[config.mk]
export PLATFORM = sky130hd
export DESIGN_NAME = ksa_mp_seq
export DESIGN_NICKNAME = d
export VERILOG_FILES = /design/src/rtl/ksa_mp_seq.sv
export SDC_FILE = /design/constraint.sdc
export NUM_CORES = 1
export LEC_CHECK = 0
export CORE_ASPECT_RATIO = 0.5
export CORE_MARGIN = 2
export CORE_UTILIZATION = 56
export CTS_BUF_LIST = sky130_fd_sc_hd__clkbuf_4 sky130_fd_sc_hd__clkbuf_8
export DETAILED_ROUTE_END_ITERATION = 12
export PLACE_DENSITY = 0.93
export SLEW_MARGIN = 40
export SYNTH_ARGS = -nofsm -noshare
export SYNTH_HDL_FRONTEND = slang
export SYNTH_SLANG_ARGS = --single-unit
[constraint.sdc]
create_clock -name clk -period 9.3 [get_ports clk]
set_input_delay 1.86 -clock clk [delete_from_list [all_inputs] [get_ports clk]]
set_output_delay 1.86 -clock clk [all_outputs]
set_load 0.02 [all_outputs]
[src/rtl/ksa_mp_seq.sv]
// ksa_mp_seq: multi-precision sequential adder.
//
// Operands of NW words of W bits each are captured on an input valid/ready
// handshake. They are then summed one word per cycle, least significant word
// first, through a single combinational W-bit Kogge-Stone adder stage. The
// carry between words lives in a register, so A/B never reach the outputs
// combinationally. The finished sum and top carry are held until the output
// valid/ready handshake.
//
// Optional feature: define KSA_MP_SUB_EN to add the Sub input. With Sub=1,
// B is inverted word by word and the initial carry becomes Cin ^ Sub. This
// gives A - B - Cin, with Cin acting as borrow-in and Cout=1 meaning no
// borrow out.
//
// Ports:
//   clk        clock, all state changes on the rising edge
//   rst        synchronous active-high reset
//   in_valid   operand set A/B/Cin (and Sub) is valid
//   in_ready   block can accept a new operand set (high only in IDLE)
//   A, B       W*NW-bit operands, captured on the input handshake
//   Cin        carry in to word 0, captured on the input handshake
//   Sub        (KSA_MP_SUB_EN only) subtract select, captured on handshake
//   out_valid  S and Cout hold a completed result
//   out_ready  downstream consumes the result
//   S          registered W*NW-bit sum
//   Cout       registered carry out of the top word
module ksa_mp_seq #(
    parameter int unsigned W  = 16,
    parameter int unsigned NW = 4
) (
    input  logic            clk,
    input  logic            rst,
    input  logic            in_valid,
    output logic            in_ready,
    input  logic [W*NW-1:0] A,
    input  logic [W*NW-1:0] B,
    input  logic            Cin,
`ifdef KSA_MP_SUB_EN
    input  logic            Sub,
`endif
    output logic            out_valid,
    input  logic            out_ready,
    output logic [W*NW-1:0] S,
    output logic            Cout
);

    localparam int unsigned IW   = (NW > 1) ? $clog2(NW) : 1;
    localparam int unsigned Lvls = $clog2(W);
    localparam logic [IW-1:0] LastIdx = IW'(NW - 1);

    typedef enum logic [1:0] {
        StIdle,
        StRun,
        StDone
    } state_e;

    // W-bit Kogge-Stone adder stage. It is purely combinational and returns
    // {carry_out, sum}.
    function automatic logic [W:0] ks_add(input logic [W-1:0] a,
                                          input logic [W-1:0] b,
                                          input logic         ci);
        logic [W-1:0] x;
        logic [W-1:0] g;
        logic [W-1:0] p;
        logic [W-1:0] g_n;
        logic [W-1:0] p_n;
        logic [W:0]   c;
        x = a ^ b;
        g = a & b;
        p = x;
        // Parallel prefix: after level l, g[i]/p[i] span bits i down to
        // max(0, i - 2^(l+1) + 1).
        for (int l = 0; l < int'(Lvls); l++) begin
            g_n = g;
            p_n = p;
            for (int i = (1 << l); i < int'(W); i++) begin
                g_n[i] = g[i] | (p[i] & g[i - (1 << l)]);
                p_n[i] = p[i] & p[i - (1 << l)];
            end
            g = g_n;
            p = p_n;
        end
        // Group terms now cover bits [i:0]. Fold the carry in last.
        c[0] = ci;
        for (int i = 0; i < int'(W); i++) begin
            c[i+1] = g[i] | (p[i] & ci);
        end
        return {c[W], x ^ c[W-1:0]};
    endfunction

    state_e            state_q;
    logic [W*NW-1:0]   a_q;
    logic [W*NW-1:0]   b_q;
    logic [IW-1:0]     idx_q;
    logic              carry_q;
    logic [W*NW-1:0]   s_q;
    logic              cout_q;
    logic              in_ready_q;
    logic              out_valid_q;
`ifdef KSA_MP_SUB_EN
    logic              sub_q;
`endif

    logic [W-1:0]      a_word;
    logic [W-1:0]      b_word;
    logic              carry_init;
    logic [W:0]        stage_res;

    // Word-k operand select and adder stage for the current RUN cycle.
    always_comb begin
        a_word = a_q[idx_q*W +: W];
`ifdef KSA_MP_SUB_EN
        b_word     = b_q[idx_q*W +: W] ^ {W{sub_q}};
        carry_init = Cin ^ Sub;
`else
        b_word     = b_q[idx_q*W +: W];
        carry_init = Cin;
`endif
        stage_res = ks_add(a_word, b_word, carry_q);
    end

    always_ff @(posedge clk) begin
        if (rst) begin
            state_q     <= StIdle;
            a_q         <= '0;
            b_q         <= '0;
            idx_q       <= '0;
            carry_q     <= 1'b0;
            s_q         <= '0;
            cout_q      <= 1'b0;
            in_ready_q  <= 1'b1;
            out_valid_q <= 1'b0;
`ifdef KSA_MP_SUB_EN
            sub_q       <= 1'b0;
`endif
        end else begin
            unique case (state_q)
                StIdle: begin
                    if (in_valid) begin
                        a_q        <= A;
                        b_q        <= B;
                        idx_q      <= '0;
                        carry_q    <= carry_init;
`ifdef KSA_MP_SUB_EN
                        sub_q      <= Sub;
`endif
                        in_ready_q <= 1'b0;
                        state_q    <= StRun;
                    end
                end
                StRun: begin
                    s_q[idx_q*W +: W] <= stage_res[W-1:0];
                    carry_q           <= stage_res[W];
                    if (idx_q == LastIdx) begin
                        cout_q      <= stage_res[W];
                        out_valid_q <= 1'b1;
                        state_q     <= StDone;
                    end else begin
                        idx_q <= idx_q + 1'b1;
                    end
                end
                StDone: begin
                    // No bypass: in_ready returns one cycle after the
                    // output handshake.
                    if (out_ready) begin
                        out_valid_q <= 1'b0;
                        in_ready_q  <= 1'b1;
                        state_q     <= StIdle;
                    end
                end
                default: begin
                    out_valid_q <= 1'b0;
                    in_ready_q  <= 1'b1;
                    state_q     <= StIdle;
                end
            endcase
        end
    end

    assign in_ready  = in_ready_q;
    assign out_valid = out_valid_q;
    assign S         = s_q;
    assign Cout      = cout_q;

endmodule

==> metrics.txt, run 1 <==
status complete, no violations; EDFF count, synth 0; CP Data Arrival Time 4.25 ns; Fillers 974; Die ar. 16470 um^2; Initial Util 0.5851; post-synth net total 1105; initial antenna violation count 0; Worst Hold Slack 0.4589 ns; Syn Area/Cell 9.088 um^2; area of the mapped netlist 8625 um^2; final estimated routing congestion in global placement 0.8988; Site Rows 31; Unique masters post-synth 66; TritonRoute pass-1 iters 5; WS Path Type flop to flop; All-Layer GR Usage 0.2865; largest area contributor in the netlist dfxtp_1; # DRC 0; clk sink count 200; grt ovf 0; antenna cells 0; fin crit period 3.847 ns; Yosys top cell area share 0.4642; CP endpoint kind flop; Die H 91.75 um; largest cells by area after synthesis dfxtp_1 (46%), nand2_1 (12%), mux4_2 (8.4%), a21oi_1 (8.2%), a22o_1 (3.7%); core area 14740 um^2; pwr/cell area 158.0 nW/um^2; sequential fraction of the synthesis area 0.4642; initial DRC count 649; Pins Over Slew Limit 0; register clock-pin slew on the reported worst setup and hold paths 0.11 ns; slowest stage cell, crit path dfxtp_2; final period utilization 0.4136; RSZ-0062 raised after global routing false; CTS tree yes; DR WL/cell 18.00 um; Yosys reg bits 200; final-report setup violation count 0; Max Cap Viol 0; Syn Inst Count 949; final net count 1262; Post-DP Area 10640 um^2; post-cts sizing count 0; Post-DP HPWL 17030 um; pin count of the biggest net entering global routing 132; Setup TNS Final 0 ns; Routed WL 23710 um; Worst Path Required 9.71 ns; post-route cell area 11030 um^2; vias per std cell 5.927; Main synth FF type dfxtp_1; first-pass GRT wire length 37980 um; Leak Pwr 4.154 nW; Total Power 0.001743 W; final hold vios 0; I/O Buffers 199; share of cells above drive strength 1 0.09562; P&R area growth vs syn 27.87%; Max Root-Sink Buffers 2; asr flop ratio synth 0; Post-CTS Repair Setup Buffers 0; fmax 0.2600 GHz; Skew-Pair Late Insertion Delay 0.46 ns; worst min path class flop to flop; Antenna Nets Post-Route 0; Clock Skews 0.01450 ns; Die W 179.5 um; Tightest Pin Transition 0.7888 ns; Crit path buffers/inverters 1; DR vias 7806; CTS root buf clkbuf_8; Startpoint Class flop; IO Pins 200; H-Tree Depth 4; post-cts hold buffer count 0; total CTS buffers 17; CP top delay family compound AO/OA/AOI/OAI gates; Peak VDD IR 0.08548 mV; vias in the first global route 7515; Slew Limit Headroom 0.4741; crit-path cells buf_4 -> mux4_2 -> ha_1 -> a21o_1 -> a21oi_1 -> mux2i_1 -> o21ai_0 -> nor3_1 -> a22o_1; Syn. warnings 0; Largest stage delay, worst path 0.66 ns; worst-path maximum fanout 25
-- metal layers --
metal | global-route usage | up-vias | wire length (um)
met5 | 0 | - | 0
met4 | 0.1016 | 0 | 668
met3 | 0.06275 | 68 | 1759
met2 | 0.4748 | 373 | 11070
met1 | 0.3728 | 3741 | 10210
li1 | - | 3624 | -
-- cell families (layout without fill, tap and decap cells) --
| logic type | Yosys count | count (layout) | synth area share |
|---|---|---|---|
| AOI/OAI and AO/OA | 244 | 244 | 0.1866 |
| adders and majority gates | 23 | 23 | 0.03424 |
| DFF | 200 | 200 | 0.4642 |
| muxes | 33 | 33 | 0.08472 |
| buffers and inverters | 72 | 242 | 0.03540 |
| xor gates and xnor gates | 6 | 6 | 0.006965 |
| and+or+nand+nor | 371 | 371 | 0.1879 |
-- flip-flops by register name (all words and copies together) (netlist names) --
| signal | count |
|---|---|
| S | 64 |
| a_q | 64 |
| b_q | 64 |
| idx_q | 2 |
| state_q | 2 |
| Cout | 1 |
| carry_q | 1 |
| in_ready | 1 |
| out_valid | 1 |
-- cell usage in the layout, fill, tap and decap left out, drive strengths merged, types with 9 or more instances in the layout --
cell type,count
nand2,278
nor2,38
a22oi,17
a22o,36
clkdlybuf4s50,198
inv,11
a21oi,144
mux4,32
clkbuf,20
ha,22
dfxtp,200
o21ai,9
-- report_power, final --
group	leakage [nW]	switching, W	internal, W
Sequential	1.63	0.0000250	0.000894
Clock	0.190	0.000323	0.000204
Combinational	2.33	0.000162	0.000135
-- cells in the mapped netlist (all sizes together), types with 5 or more instances --
| cell | instances |
|---|---|
| ha | 22 |
| clkbuf | 47 |
| inv | 6 |
| and3 | 6 |
| nand3 | 8 |
| a21o | 6 |
| a211oi | 5 |
| nand2b | 5 |
| nor2 | 38 |
| mux4 | 32 |
| nor4b | 5 |
| buf | 19 |
| dfxtp | 200 |
| a21oi | 144 |
| a22oi | 17 |
| nor3 | 8 |
| a22o | 36 |
| o21ai | 9 |
| nand2 | 278 |
-- cell type report --
| cell class | instances | area [um^2] | area share |
|---|---|---|---|
| Multi-Input combinational cell | 677 | 4343 | 0.3938 |
| Sequential cell | 200 | 4009 | 0.3635 |
| Timing Repair Buffer | 204 | 2037 | 0.1847 |
| Clock buffer | 19 | 255.2 | 0.02314 |
| Tap cell | 198 | 247.7 | 0.02246 |
| Clock inverter | 13 | 113.9 | 0.01032 |
| Inverter | 6 | 22.52 | 0.002042 |
-- worst min-delay path, stage by stage (launching register included) --
cell and delay (ns):
dfxtp_1 0.32, nand2_1 0.05, a21oi_1 0.05
-- path summary, 6_finish.rpt --
check / from / to / slack (ns) / cells after the start
worst max-delay path: idx_q[0] / S[27] / 5.45 / 9
worst min-delay path: b_q[51] / b_q[51] / 0.46 / 2
worst max register to register: idx_q[0] / S[27] / 5.45 / 9
worst min register to register: b_q[51] / b_q[51] / 0.46 / 2
-- metrics by stage --
stage	utilization	std cells	worst slack (ns)
floorplan	-	949	6.192
global placement	0.7211	1285	5.276
detailed placement	0.7221	1285	5.162
CTS	0.7471	1317	5.460
global route	0.7482	1317	5.200
finish	0.7482	1317	5.453
Note: power is estimated with default switching activity, not from simulation.
==> run 2, diff against run 1 <==
--- a/config.mk
+++ b/config.mk
@@ -7,10 +7,10 @@
 export LEC_CHECK = 0
 export CORE_ASPECT_RATIO = 0.5
 export CORE_MARGIN = 2
-export CORE_UTILIZATION = 56
+export CORE_UTILIZATION = 47
 export CTS_BUF_LIST = sky130_fd_sc_hd__clkbuf_4 sky130_fd_sc_hd__clkbuf_8
 export DETAILED_ROUTE_END_ITERATION = 12
-export PLACE_DENSITY = 0.93
+export PLACE_DENSITY = 0.84
 export SLEW_MARGIN = 40
 export SYNTH_ARGS = -nofsm -noshare
 export SYNTH_HDL_FRONTEND = slang
==> constraint.sdc (replaced) <==
create_clock -name clk -period 3.25 [get_ports clk]
set_input_delay 0.65 -clock clk [delete_from_list [all_inputs] [get_ports clk]]
set_output_delay 0.65 -clock clk [all_outputs]
set_load 0.02 [all_outputs]
==> metrics.txt, run 2 (same netlist as run 1, synthesis figures left out) <==
status complete, no violations; vias in the first global route 7224; Pins Over Slew Limit 0; share of cells above drive strength 1 0.1017; grt ovf 0; worst r2r src idx_q[0]; core area 17650 um^2; crit path launch idx_q[0]; r2r setup slk 0.13 ns; # DRC 0; Post-CTS Repair Setup Buffers 0; fin crit period 3.125 ns; Crit Reg-Reg Endpoint S[62]; Pint 0.003547 W; CTS root buf clkbuf_8; WS Path Type flop to flop; RSZ-0062 raised after global routing false; Seq pwr share 0.521; Max Cap Viol 0; Tightest Pin Transition 0.8003 ns; worst min path class flop to flop; Setup TNS Final 0 ns; Largest stage delay, worst path 0.58 ns; I/O Buffers 199; DR vias 7682; switching share of power 0.2955; All-Layer GR Usage 0.2484; post-cts hold buffer count 0; Crit path buffers/inverters 1; final period utilization 0.9615; final-report setup violation count 0; antenna cells 0; Worst R2R Path Depth 9; DR WL/cell 17.69 um; vias per std cell 5.628; Leak Pwr 4.222 nW; Initial Util 0.4885; Die ar. 19520 um^2; P&R area growth vs syn 29.81%; Post-DP HPWL 17790 um; final net count 1274; Clock Skews 0.01511 ns; Startpoint Class flop; Peak VDD IR 0.3374 mV; Die H 99.79 um; worst-path maximum fanout 18; Hold Crit Start a_q[43]; crit-path cells buf_4 -> mux4_2 -> ha_1 -> a21o_1 -> a21o_1 -> a211oi_1 -> a21o_1 -> nand3_1 -> a22o_1; CP endpoint kind flop; Skew-Pair Late Insertion Delay 0.47 ns; pwr/cell area 449.7 nW/um^2; H-Tree Depth 4; TritonRoute pass-1 iters 6; first-pass GRT wire length 37650 um; register clock-pin slew on the reported worst setup and hold paths 0.10 ns; final hold vios 0; Fillers 1383; Worst path depth 9; clk sink count 200; CP Data Arrival Time 3.49 ns; Antenna Nets Post-Route 0; most used cell, CP a21o_1; initial antenna violation count 1; Comb power frac 0.175; Worst Path Required 3.62 ns; fmax 0.3200 GHz; Slew Limit Headroom 0.4665; NetSw 0.001487 W; most frequent cells in the layout nand2_1 (276), dfxtp_1 (198), clkdlybuf4s50_1 (198); CTS tree yes; CP top delay family compound AO/OA/AOI/OAI gates; slowest stage cell, crit path mux4_2; Core Util, Final 0.6342; Min-Delay Endpoint a_q[43]; part of the power in the clock network 0.304; final estimated routing congestion in global placement 0.8588; Routed WL 24150 um; hold depth 2; total CTS buffers 17; initial DRC count 676; Die W 195.6 um; pin count of the biggest net entering global routing 80; Site Rows 34; IO Pins 200; Max Root-Sink Buffers 2; most common cell after layout, fill and taps aside nand2_1
## run 2: cell type report
cell class | count | area, um^2 | area share
Tap cell | 234 | 292.8 | 0.02615
Sequential cell | 200 | 4006 | 0.3578
Multi-Input combinational cell | 677 | 4330 | 0.3868
Clock inverter | 14 | 128.9 | 0.01151
Inverter | 6 | 22.52 | 0.002012
Timing Repair Buffer | 216 | 2167 | 0.1936
Clock buffer | 18 | 247.7 | 0.02213
## run 2: per-stage QoR
| step | power [W] | cells | setup WS (ns) | hold slack [ns] | instance area, um^2 |
|---|---|---|---|---|---|
| 6_report | 0.005034 | 1365 | 0.1250 | 0.4594 | 11200 |
| 5_1_grt | 0.005239 | 1365 | 0.02218 | 0.4754 | 11200 |
| 4_1_cts | 0.005037 | 1365 | 0.1930 | 0.4601 | 11190 |
| 3_5_place_dp | 0.003541 | 1333 | 0.2287 | 0.4449 | 10810 |
| 3_3_place_gp | 0.003514 | 1333 | 0.3528 | 0.4397 | 10810 |
| 2_1_floorplan | 0.003178 | 949 | 0.1416 | 0.4331 | 8625 |
## run 2: metal layers
layer  wire, um  GRT usage
met1      10650     0.3414
met2      11270     0.4005
met3       1718    0.03898
met4        497    0.09395
met5          8          0
## run 2: tightest hold or removal path: stages, from the launching register on
cell and delay, ns:
dfxtp_1 0.32, nand2_1 0.05, a21oi_1 0.05
## run 2: repair_timing
| item | in CTS | in global routing |
|---|---|---|
| gates resized for setup | 0 | 1 |
| setup endpoints to repair | 0 | 4 |
| endpoints found under the hold margin | 0 | 0 |
## run 2: power groups by stage
stage / Combinational (W) / Sequential (W) / Clock, W
finish: 0.000879 / 0.00262 / 0.00153
global route: 0.000948 / 0.00264 / 0.00166
CTS: 0.000867 / 0.00262 / 0.00155
detailed placement: 0.000861 / 0.00268 / 0
global placement: 0.000841 / 0.00267 / 0
floorplan: 0.000512 / 0.00267 / 0
## run 2: how the worst max path moves through the flow
| stage | to | slack [ns] |
|---|---|---|
| 6_report | S[62] | 0.13 |
| 5_1_grt | S[15] | 0.02 |
| 4_1_cts | S[11] | 0.19 |
| 3_5_place_dp | S[62] | 0.23 |
| 3_3_place_gp | S[54] | 0.35 |
| 2_1_floorplan | S[62] | 0.14 |
